--- src/rtl/hilo_commit.sv ---
// HI/LO write-back path: carries EX HI/LO write requests through the EX/MEM and
// MEM/WB latches, then commits them to the architectural HI/LO pair.
module hilo_commit #(
    parameter int DATA_W = 32
) (
    input  logic              clk,
    input  logic              rst,
    input  logic              ex_whilo_i,
    input  logic [DATA_W-1:0] ex_hi_i,
    input  logic [DATA_W-1:0] ex_lo_i,
    input  logic [2:0]        stall_i,
    input  logic              flush_i,
    output logic              mem_whilo_o,
    output logic [DATA_W-1:0] mem_hi_o,
    output logic [DATA_W-1:0] mem_lo_o,
    output logic              wb_whilo_o,
    output logic [DATA_W-1:0] wb_hi_o,
    output logic [DATA_W-1:0] wb_lo_o,
    output logic [DATA_W-1:0] hi_o,
    output logic [DATA_W-1:0] lo_o,
    output logic [7:0]        commit_cnt_o
);

    logic              r_mem_whilo, r_wb_whilo;
    logic [DATA_W-1:0] r_mem_hi, r_mem_lo, r_wb_hi, r_wb_lo, r_hi, r_lo;
    logic [7:0]        r_cnt;

    logic w_mem_clr, w_mem_load, w_wb_clr, w_wb_load;

    // A stage stalled while its successor runs must hand on a bubble.
    assign w_mem_clr  = flush_i | (stall_i[0] & ~stall_i[1]);
    assign w_mem_load = ~stall_i[0];
    assign w_wb_clr   = flush_i | (stall_i[1] & ~stall_i[2]);
    assign w_wb_load  = ~stall_i[1];

    always_ff @(posedge clk) begin
        if (rst) begin
            r_mem_whilo <= 1'b0;
            r_mem_hi    <= '0;
            r_mem_lo    <= '0;
            r_wb_whilo  <= 1'b0;
            r_wb_hi     <= '0;
            r_wb_lo     <= '0;
            r_hi        <= '0;
            r_lo        <= '0;
            r_cnt       <= 8'd0;
        end else begin
            // The MEM/WB entry is past the exception point, so it commits even on flush or WB stall.
            if (r_wb_whilo) begin
                r_hi  <= r_wb_hi;
                r_lo  <= r_wb_lo;
                r_cnt <= r_cnt + 8'd1;
            end

            if (w_mem_clr) begin
                r_mem_whilo <= 1'b0;
                r_mem_hi    <= '0;
                r_mem_lo    <= '0;
            end else if (w_mem_load) begin
                r_mem_whilo <= ex_whilo_i;
                r_mem_hi    <= ex_hi_i;
                r_mem_lo    <= ex_lo_i;
            end

            if (w_wb_clr) begin
                r_wb_whilo <= 1'b0;
                r_wb_hi    <= '0;
                r_wb_lo    <= '0;
            end else if (w_wb_load) begin
                r_wb_whilo <= r_mem_whilo;
                r_wb_hi    <= r_mem_hi;
                r_wb_lo    <= r_mem_lo;
            end
        end
    end

    assign mem_whilo_o  = r_mem_whilo;
    assign mem_hi_o     = r_mem_hi;
    assign mem_lo_o     = r_mem_lo;
    assign wb_whilo_o   = r_wb_whilo;
    assign wb_hi_o      = r_wb_hi;
    assign wb_lo_o      = r_wb_lo;
    assign hi_o         = r_hi;
    assign lo_o         = r_lo;
    assign commit_cnt_o = r_cnt;

endmodule

--- config.mk ---
export PLATFORM = sky130hd
export DESIGN_NAME = hilo_commit
export DESIGN_NICKNAME = d
export VERILOG_FILES = /design/src/rtl/hilo_commit.sv
export SDC_FILE = /design/constraint.sdc
export NUM_CORES = 1
export LEC_CHECK = 0
export ABC_AREA = 1
export CORE_ASPECT_RATIO = 1.5
export CORE_MARGIN = 2
export CORE_UTILIZATION = 43
export CTS_CLUSTER_DIAMETER = 120
export CTS_CLUSTER_SIZE = 8
export DETAILED_ROUTE_END_ITERATION = 7
export MAX_ROUTING_LAYER = met4
export PLACE_DENSITY = 0.9
export REMOVE_ABC_BUFFERS = 1
export SYNTH_ARGS = -nofsm -noshare
export SYNTH_HDL_FRONTEND = slang
export SYNTH_SLANG_ARGS = --single-unit
--- constraint.sdc ---
create_clock -name clk -period 1.47 [get_ports clk]
set_clock_uncertainty 0.15 [all_clocks]
set_input_delay 0.2205 -clock clk [delete_from_list [all_inputs] [get_ports clk]]
set_output_delay 0.2205 -clock clk [all_outputs]
set_load 0.03 [all_outputs]
* Yosys cells after proc, flatten, opt, wreduce, memory -nomap -nowiden
Cells that the tools add are included.
Storage, ports and cells: flip-flop bits (word level) 202, output and inout bits 202, word-level logic and storage cells 18
Cells by class: add/sub/neg operators 1, bitwise logic cells 6, reduce and logical (&&, ||, !) cells 2
Operator list (count):
- 8-bit by 1-bit adder with 8-bit output (second input constant) | 1
- 2-bit OR reduction | 2
- 1-bit AND | 2
- 1-bit NOT | 2
- 1-bit OR | 2

* Depth between registers and ports, before layout
Gate-level depths: netlist of run 1.
depth after elaboration 4, gate-level depth with buffers 7, depth with buffers taken out 6

* Worst setup path before layout of run 1
No wires, ideal clock.
path type register to register, start point register r_wb_whilo (netlist: wb_whilo_o), end point register r_cnt[6] (netlist: commit_cnt_o[6]), setup time 116 ps, arrival time 1242 ps, data required time 1204 ps, setup slack -37 ps, stages on the path, launching flop included 8, buffers on the path 2, period minus slack after synthesis 1507 ps, path through dfxtp_1 > buf_4 > buf_4 > nand3_1 > nor2_2 > nand3_1 > nand2_1 > nor2_1
RTL lines:
- from (decl) | RTL line 24 | logic r_mem_whilo, r_wb_whilo;
- from (signal assigned) | RTL line 70 | r_wb_whilo <= r_mem_whilo;
- to (signal assigned) | RTL line 52 | r_cnt <= r_cnt + 8'd1;
- to (decl) | RTL line 26 | logic [7:0] r_cnt;

* Final worst setup path of run 1
start point register r_wb_whilo (netlist: wb_whilo_o), end point output port wb_whilo_o
RTL lines:
- to (decl) | RTL line 16 | output logic wb_whilo_o,
No word-level cell between the ends.

==> results of run 1 <==
worst min-delay path by stage:
stage	startpoint	to	slack, ns	cells after the start
finish	stall_i[0]	mem_hi_o[10]$_SDFFE_PP0N_	0.09	4
global route	stall_i[0]	mem_hi_o[24]$_SDFFE_PP0N_	0.1	4
CTS	stall_i[0]	mem_hi_o[10]$_SDFFE_PP0N_	0.06	4
detailed placement	mem_lo_o[16]$_SDFFE_PP0N_	wb_lo_o[16]$_SDFFE_PP0N_	0.32	2
global placement	mem_hi_o[15]$_SDFFE_PP0N_	wb_hi_o[15]$_SDFFE_PP0N_	0.31	2
floorplan	rst	commit_cnt_o[4]$_SDFFE_PP0P_	0.15	1
placed cells by master, fill, tap and decap left out, drive strengths merged:
| cell type | count |
|---|---|
| clkdlybuf4s50 | 68 |
| nand3 | 4 |
| buf | 277 |
| ha | 1 |
| nor2 | 139 |
| nand4 | 1 |
| clkbuf | 41 |
| o21ai | 69 |
| inv | 9 |
| dlygate4sd3 | 1 |
| nand2 | 269 |
| clkinv | 1 |
| dfxtp | 202 |
| a21oi | 135 |
| nor3 | 1 |
layout make-up:
cell class	count	area, µm²	area share [%]
well taps	206	258	2.38
clock buffers	29	726	6.70
repair buffers	358	3110	28.7
inverters	9	33.8	0.312
clock inverters	1	8.76	0.0808
multi-input cells	619	2640	24.4
flip-flops and latches	202	4060	37.5
cells in the mapped netlist:
cell type  number  area (µm²)
nor3_1          1        5.00
ha_1            1        12.5
nand3_1         4        20.0
buf_4          12        90.1
a21oi_1       135         676
o21ai_0        67         335
dfxtp_1       202        4040
inv_2           1        3.75
nor2_2          2        12.5
buf_2          33         165
o21ai_1         2        10.0
nand4_1         1        6.26
inv_1           8        30.0
nor2_1        137         514
nand2_1       269        1010
clkbuf_1       19        71.3
per-layer routing:
layer | track usage, % | up-vias
li1 | - | 3492
met5 | - | -
met2 | 51.9 | 382
met3 | 4.14 | 151
met4 | 21.6 | 0
met1 | 31.0 | 3530
report_power, final:
| part | internal [W] | total, W | switching (W) | leakage, nW |
|---|---|---|---|---|
| Combinational | 0.000396 | 0.000930 | 0.000534 | 2.94 |
| Clock | 0.00342 | 0.00558 | 0.00216 | 0.361 |
| Sequential | 0.00555 | 0.00560 | 0.0000506 | 1.64 |
| Total | 0.00937 | 0.0121 | 0.00275 | 4.94 |
state kept, by name, indices dropped and copies added, names as in the netlist:
| signal | flops |
|---|---|
| commit_cnt_o | 8 |
| hi_o | 32 |
| lo_o | 32 |
| mem_hi_o | 32 |
| mem_lo_o | 32 |
| mem_whilo_o | 1 |
| wb_hi_o | 32 |
| wb_lo_o | 32 |
| wb_whilo_o | 1 |
repair_timing:
| action | 4_1_cts | 5_1_grt |
|---|---|---|
| setup buffers | 2 | 1 |
| endpoints found under the setup margin | 174 | 54 |
| pin swaps | 0 | 1 |
| resized for setup | 894 | 78 |
| hold buffers | 1 | 0 |
| endpoints found under the hold margin | 1 | 0 |
metrics by stage:
step	hold slack, ns	TNS [ns]	total power, W	setup slack, ns
after floorplan	0.150	-342.93	0.00604	-2.05
after global placement	0.309	-11.89	0.00664	-0.126
after detailed placement	0.317	-15.36	0.00666	-0.167
after CTS	0.0616	-0.0450	0.0122	-0.0334
after global routing	0.0981	-0.0321	0.0124	-0.0321
final	0.0869	-0.0159	0.0121	-0.0159
worst min-delay path: stages:
cell and delay, ns:
buf_2 0.14, inv_2 0.13, o21ai_4 0.09, a21oi_1 0.11
logic make-up after synthesis:
group | synth area share [%]
AOI/OAI and AO/OA | 14.6
adders and majority gates | 0.179
buffers and inverters | 5.14
DFF | 57.7
and+or+nand+nor | 22.4
==> run summary, run 1 <==
status = complete, but fails checks
failing checks = negative setup slack
Vias = 7555
WP data arrival = 1.12 ns
I/O pin cnt = 273
Placed Area = 10700 µm²
worst reg2reg setup slack = 0.04 ns
Hold Crit Class = input port to flip-flop
Buffers & Inverters on Critical Path = 2
worst setup path start = wb_whilo_o$_SDFFE_PP0N_
R2R Path Start = wb_whilo_o$_SDFFE_PP0N_
Syn Area/Cell = 7.84 µm²
dpl hpwl = 17100 µm
starting density of the core = 43.7%
CTS root buffer = clkbuf_16
layout cells sized above 1 = 28.1%
final WL = 26200 µm
Max-Cap Viols = 0
crit path capture type = output pin
Synth-to-Final Area Change = 54.7%
Final Util = 67.5%
1st-iter DRT viols = 602
#FFs+latches synth = 202
Worst Slack Setup Final = -0.0159 ns
Yosys warning total = 0
Crit-path slowest cell = dfxtp_4
Max stage delay on crit path = 0.36 ns
R2R cell count = 4
GRT overflow = 0
Die Height = 160 µm
Hold Vio Cnt, Final = 0
DRT Pass-1 Iters = 7
RSZ-0062 raised after global routing = true
final critical-path required period = 1.49 ns
global-route wire length before repair = 39900 µm
Setup Crit Path Kind = flip-flop to output pin
CTS tree = built
Final Setup Violations = 1
H-tree lvl count = 1
Cells after Synth = 894
Avg WL per Cell = 18.4 µm
Slew HR = 73.2%
CP Max Fanout = 2
Routed met3 length = 1590 µm
Mapped Area = 7010 µm²
Max clock buf depth = 3
ratio of final minimum period to clock period = 101%
number of fill cells = 1235
# DRC = 0
vias in the first global route = 7788
Clk Latency, worst-skew pair = 0.52 ns
antenna cell count = 0
crit-path cells = buf_12 -> buf_8
DIE AREA = 17300 µm²
measured slew at the worst slew-check pin = 0.401 ns
register area share after synthesis = 57.7%
Port Buffers = 272
Final Wtd Congestion = 0.890
RR Endpoint = hi_o[9]$_SDFFE_PP0P_
delay-heaviest family, CP = flip-flops
startpoint types = flip-flop
Max Used Layer = met4
Worst Setup EP = wb_whilo_o
num rows = 57
Layout Cells excl Fill = 1424
CTS buffer count = 29
ANT nets after route = 0
fmax = 673 MHz
Met2 Wirelength = 13600 µm
Vias per Instance = 5.31
Slew Viols, Final = 0
Lkg Pwr = 4.94 nW
Clock transition at path regs = 0.05 ns
Crit path depth = 2
PwrDens = 1120 nW/µm²
gr usage total = 30.2%
VDD IR max = 877 µV
dpl cells = 1390
antenna violations before repair = 0
data required time at the worst endpoint = 1.10 ns
Synth cell types = 16
Net count, final = 1291
post-layout instance area = 10800 µm²
largest net degree at the start of global routing = 41
die width = 108 µm
wl on met1 = 8850 µm
clk sinks = 202
core box area = 16000 µm²
Power figures use the tool's default switching activity.
==> inputs of run 2 (changes only) <==
ABC_AREA = default   (was 1)
CORE_UTILIZATION = 44   (was 43)
PLACE_DENSITY = 0.91   (was 0.9)
RECOVER_POWER = 100   (was default)
==> run 2 against run 1 <==
The run now ends clean. Maximum frequency up 1.4%. Utilization down 0.48 points. Flip-flop and latch count unchanged. Sequential power about the same. Highest routed layer unchanged. Final cell count down 17%. Synthesized cell count down 25%. Count of clock-buffer cells in the layout up 1. Critical path depth unchanged. Worst hold slack worse by 0.033 ns. Clock power about the same.
==> run summary, run 2 <==
status = finished, final reports clean (was complete, but fails checks)
layout cells sized above 1 = 31.9% (was 28.1%)
Port Buffers = 272 (unchanged)
Clk Latency, worst-skew pair = 0.51 ns (was 0.52 ns)
Clock transition at path regs = 0.05 ns (about the same)
GRT overflow = 0 (unchanged)
CP Max Fanout = 2 (unchanged)
Synth cell types = 21 (was 16)
Final Setup Violations = 0 (was 1)
Layout Cells excl Fill = 1181 (was 1424)
DIE AREA = 17300 µm² (about the same)
Syn Area/Cell = 10.7 µm² (was 7.84 µm²)
combinational power share = 7.4% (was 7.7%)
core box area = 16000 µm² (unchanged)
CTS tree = built (unchanged)
Slew Viols, Final = 0 (unchanged)
fmax = 682 MHz (was 673 MHz)
data required time at the worst endpoint = 1.10 ns (about the same)
RR Endpoint = commit_cnt_o[7]$_SDFFE_PP0P_ (was hi_o[9]$_SDFFE_PP0P_)
Sw Pwr = 0.00265 W (was 0.00275 W)
most common cell in the synthesized netlist = dfxtp_1 (was nand2_1)
Max stage delay on crit path = 0.35 ns (was 0.36 ns)
ANT nets after route = 0 (unchanged)
Lkg Pwr = 4.86 nW (was 4.94 nW)
Top Usage Layer GRT = met2 (unchanged)
cell taking the most area after synthesis = dfxtp_1 (unchanged)
R2R Path Start = wb_whilo_o$_SDFFE_PP0N_ (unchanged)
R2R cell count = 4 (unchanged)
ratio of final minimum period to clock period = 99.7% (was 101%)
register area share after synthesis = 56.6% (was 57.7%)
CTS root buffer = clkbuf_16 (unchanged)
final WL = 21800 µm (was 26200 µm)
clk sinks = 202 (unchanged)
synth cell count leaders = dfxtp_1 (202), nor2_1 (199), mux2i_1 (195) (was nand2_1 (269), dfxtp_1 (202), nor2_1 (137))
worst reg2reg setup slack = 0.03 ns (was 0.04 ns)
Placed Area = 10500 µm² (was 10700 µm²)
die width = 108 µm (about the same)
Crit-path slowest cell = dfxtp_4 (unchanged)
Mapped Area = 7150 µm² (was 7010 µm²)
dpl cells = 1145 (was 1390)
M2 GR Usage = 46.2% (was 51.9%)
Net count, final = 1047 (was 1291)
Synth area leaders = dfxtp_1 (57%), mux2i_1 (27%), nor2_1 (10%) (was dfxtp_1 (58%), nand2_1 (14%), a21oi_1 (9.6%))
share of the synthesized area in the top cell type = 56.6% (was 57.7%)
Cells after Synth = 667 (was 894)
startpoint types = flip-flop (unchanged)
Max-Cap Viols = 0 (unchanged)
Synth-to-Final Area Change = 50.6% (was 54.7%)
Vias = 5987 (was 7555)
post-layout instance area = 10800 µm² (about the same)
Post-synth ARST share = 0% (unchanged)
num rows = 57 (unchanged)
Hold Vio Cnt, Final = 0 (unchanged)
commonest non-fill, non-tap cells in the layout = nor2_1 (199), mux2i_1 (195), dfxtp_1 (182) (was nand2_1 (269), dfxtp_1 (188), nor2_1 (137))
H-tree lvl count = 1 (unchanged)
gr usage total = 25.2% (was 30.2%)
measured slew at the worst slew-check pin = 0.321 ns (was 0.401 ns)
CTS buffer count = 29 (unchanged)
DRT Pass-1 Iters = 4 (was 7)
switch share = 22.0% (was 22.7%)
1st-iter DRT viols = 197 (was 602)
sequential power share = 46.4% (was 46.2%)
Worst Slack Setup Final = 0.00396 ns (was -0.0159 ns)
Slew HR = 78.6% (was 73.2%)
VDD IR max = 1020 µV (was 877 µV)
Yosys warning total = 0 (unchanged)
Vias per Instance = 5.07 (was 5.31)
hold_buf cts = 0 (was 1)
vias in the first global route = 6173 (was 7788)
Avg WL per Cell = 18.5 µm (was 18.4 µm)
largest net degree at the start of global routing = 59 (was 41)
Setup Crit Path Kind = flip-flop to output pin (unchanged)
Hold Crit Class = input port to flip-flop (unchanged)
crit path capture type = output pin (unchanged)
# DRC = 0 (unchanged)
PwrDens = 1120 nW/µm² (about the same)
setup TNS = 0 ns (was -0.0159 ns)
antenna cell count = 0 (unchanged)
Worst Setup EP = wb_whilo_o (unchanged)
worst slack at placement = -0.119 ns (was -0.167 ns)
Die Height = 160 µm (about the same)
antenna violations before repair = 0 (unchanged)
Post-synth EDFFs = 0 (unchanged)
worst setup path start = wb_whilo_o$_SDFFE_PP0N_ (unchanged)
final critical-path required period = 1.47 ns (was 1.49 ns)
most common cell after layout, fill and taps aside = nor2_1 (was nand2_1)
crit-path cells = buf_12 -> buf_8 (unchanged)
global-route wire length before repair = 33200 µm (was 39900 µm)
clock power share = 46.2% (was 46.1%)
I/O pin cnt = 273 (unchanged)
Int Power = 0.00942 W (was 0.00937 W)
Top FF cell, synth = dfxtp_1 (unchanged)
dpl hpwl = 14700 µm (was 17100 µm)
Max clock buf depth = 3 (unchanged)
#FFs+latches synth = 202 (unchanged)
grt met3 use = 2.90% (was 4.14%)
WP data arrival = 1.10 ns (was 1.12 ns)
starting density of the core = 44.5% (was 43.7%)
met1 GRT Util = 26.8% (was 31.0%)
RSZ-0062 raised after global routing = true (unchanged)
Final Wtd Congestion = 0.851 (was 0.890)
-- run 2: changes by cell type after synthesis, sizes merged, moves of 3 or more --
cell    before  now
or3          0    3
mux2i        0  195
nor2       139  200
xor2         0    3
a21oi      135    3
clkbuf      19    6
buf         45   39
inv          9    2
o21ai       69    5
nand2      269    2
-- run 2: per-layer routing --
layer / part of all wire (%) / vias to the layer above
met5: 0 / -
met4: 4.2 / 0
met3: 4.4 / 61
met2: 55 / 214
met1: 37 / 2886
li1: - / 2826
-- run 2: worst min-delay path by stage --
stage	startpoint	end	slack [ns]	cells past startpoint
after detailed placement	lo_o[27]$_SDFFE_PP0P_	lo_o[27]$_SDFFE_PP0P_	0.33	2
final	rst	commit_cnt_o[0]$_SDFFE_PP0P_	0.05	3
after global routing	rst	commit_cnt_o[1]$_SDFFE_PP0P_	0.06	3
after floorplan	rst	commit_cnt_o[5]$_SDFFE_PP0P_	0.14	1
after CTS	rst	commit_cnt_o[0]$_SDFFE_PP0P_	0.04	3
after global placement	hi_o[4]$_SDFFE_PP0P_	hi_o[4]$_SDFFE_PP0P_	0.32	2
-- run 2: stage by stage --
step / utilization [%] / hold WS (ns) / power [W]
6_report: 67.0 / 0.0536 / 0.0121
5_1_grt: 67.0 / 0.0557 / 0.0124
4_1_cts: 66.0 / 0.0355 / 0.0122
3_5_place_dp: 65.7 / 0.328 / 0.00662
3_3_place_gp: 65.7 / 0.322 / 0.00660
2_1_floorplan: - / 0.140 / 0.00603
-- run 2: final cells by class --
class                      count  area, µm²
tap                          206        258
clock buffer                  30        729
fill                        1236       5290
timing repair buffer         322       2800
inverter                       2       7.51
multi-input combinational    418       2880
sequential                   202       4070
clock inverter                 1       8.76
-- run 2: worst max-delay path, delay by kind of cell, from the launching register on --
| family | cells | cell delay [ns] |
|---|---|---|
| buffers and inverters | 2 | 0.24 |
| DFF | 1 | 0.35 |
-- run 2: cell families after synthesis --
family,share of synthesized area (%)
mux,27.3
buf+inv,3.47
xor+xnor,0.490
fa+ha+maj,0.175
compound gates,0.560
flops,56.6
simple gates,11.4
-- run 2: what timing repair did --
action / 4_1_cts / 5_1_grt
setup endpoints to repair: 179 / 72
gates cloned: 1 / 0
gates resized for setup: 887 / 102
pin swaps: 0 / 2
setup buffers: 3 / 1
-- run 2: power groups by stage --
stage	clock network, W	registers (W)	logic [W]
2_1_floorplan	0	0.00581	0.000220
3_3_place_gp	0	0.00570	0.000905
3_5_place_dp	0	0.00570	0.000915
4_1_cts	0.00569	0.00559	0.000889
5_1_grt	0.00591	0.00559	0.000943
6_report	0.00558	0.00559	0.000896
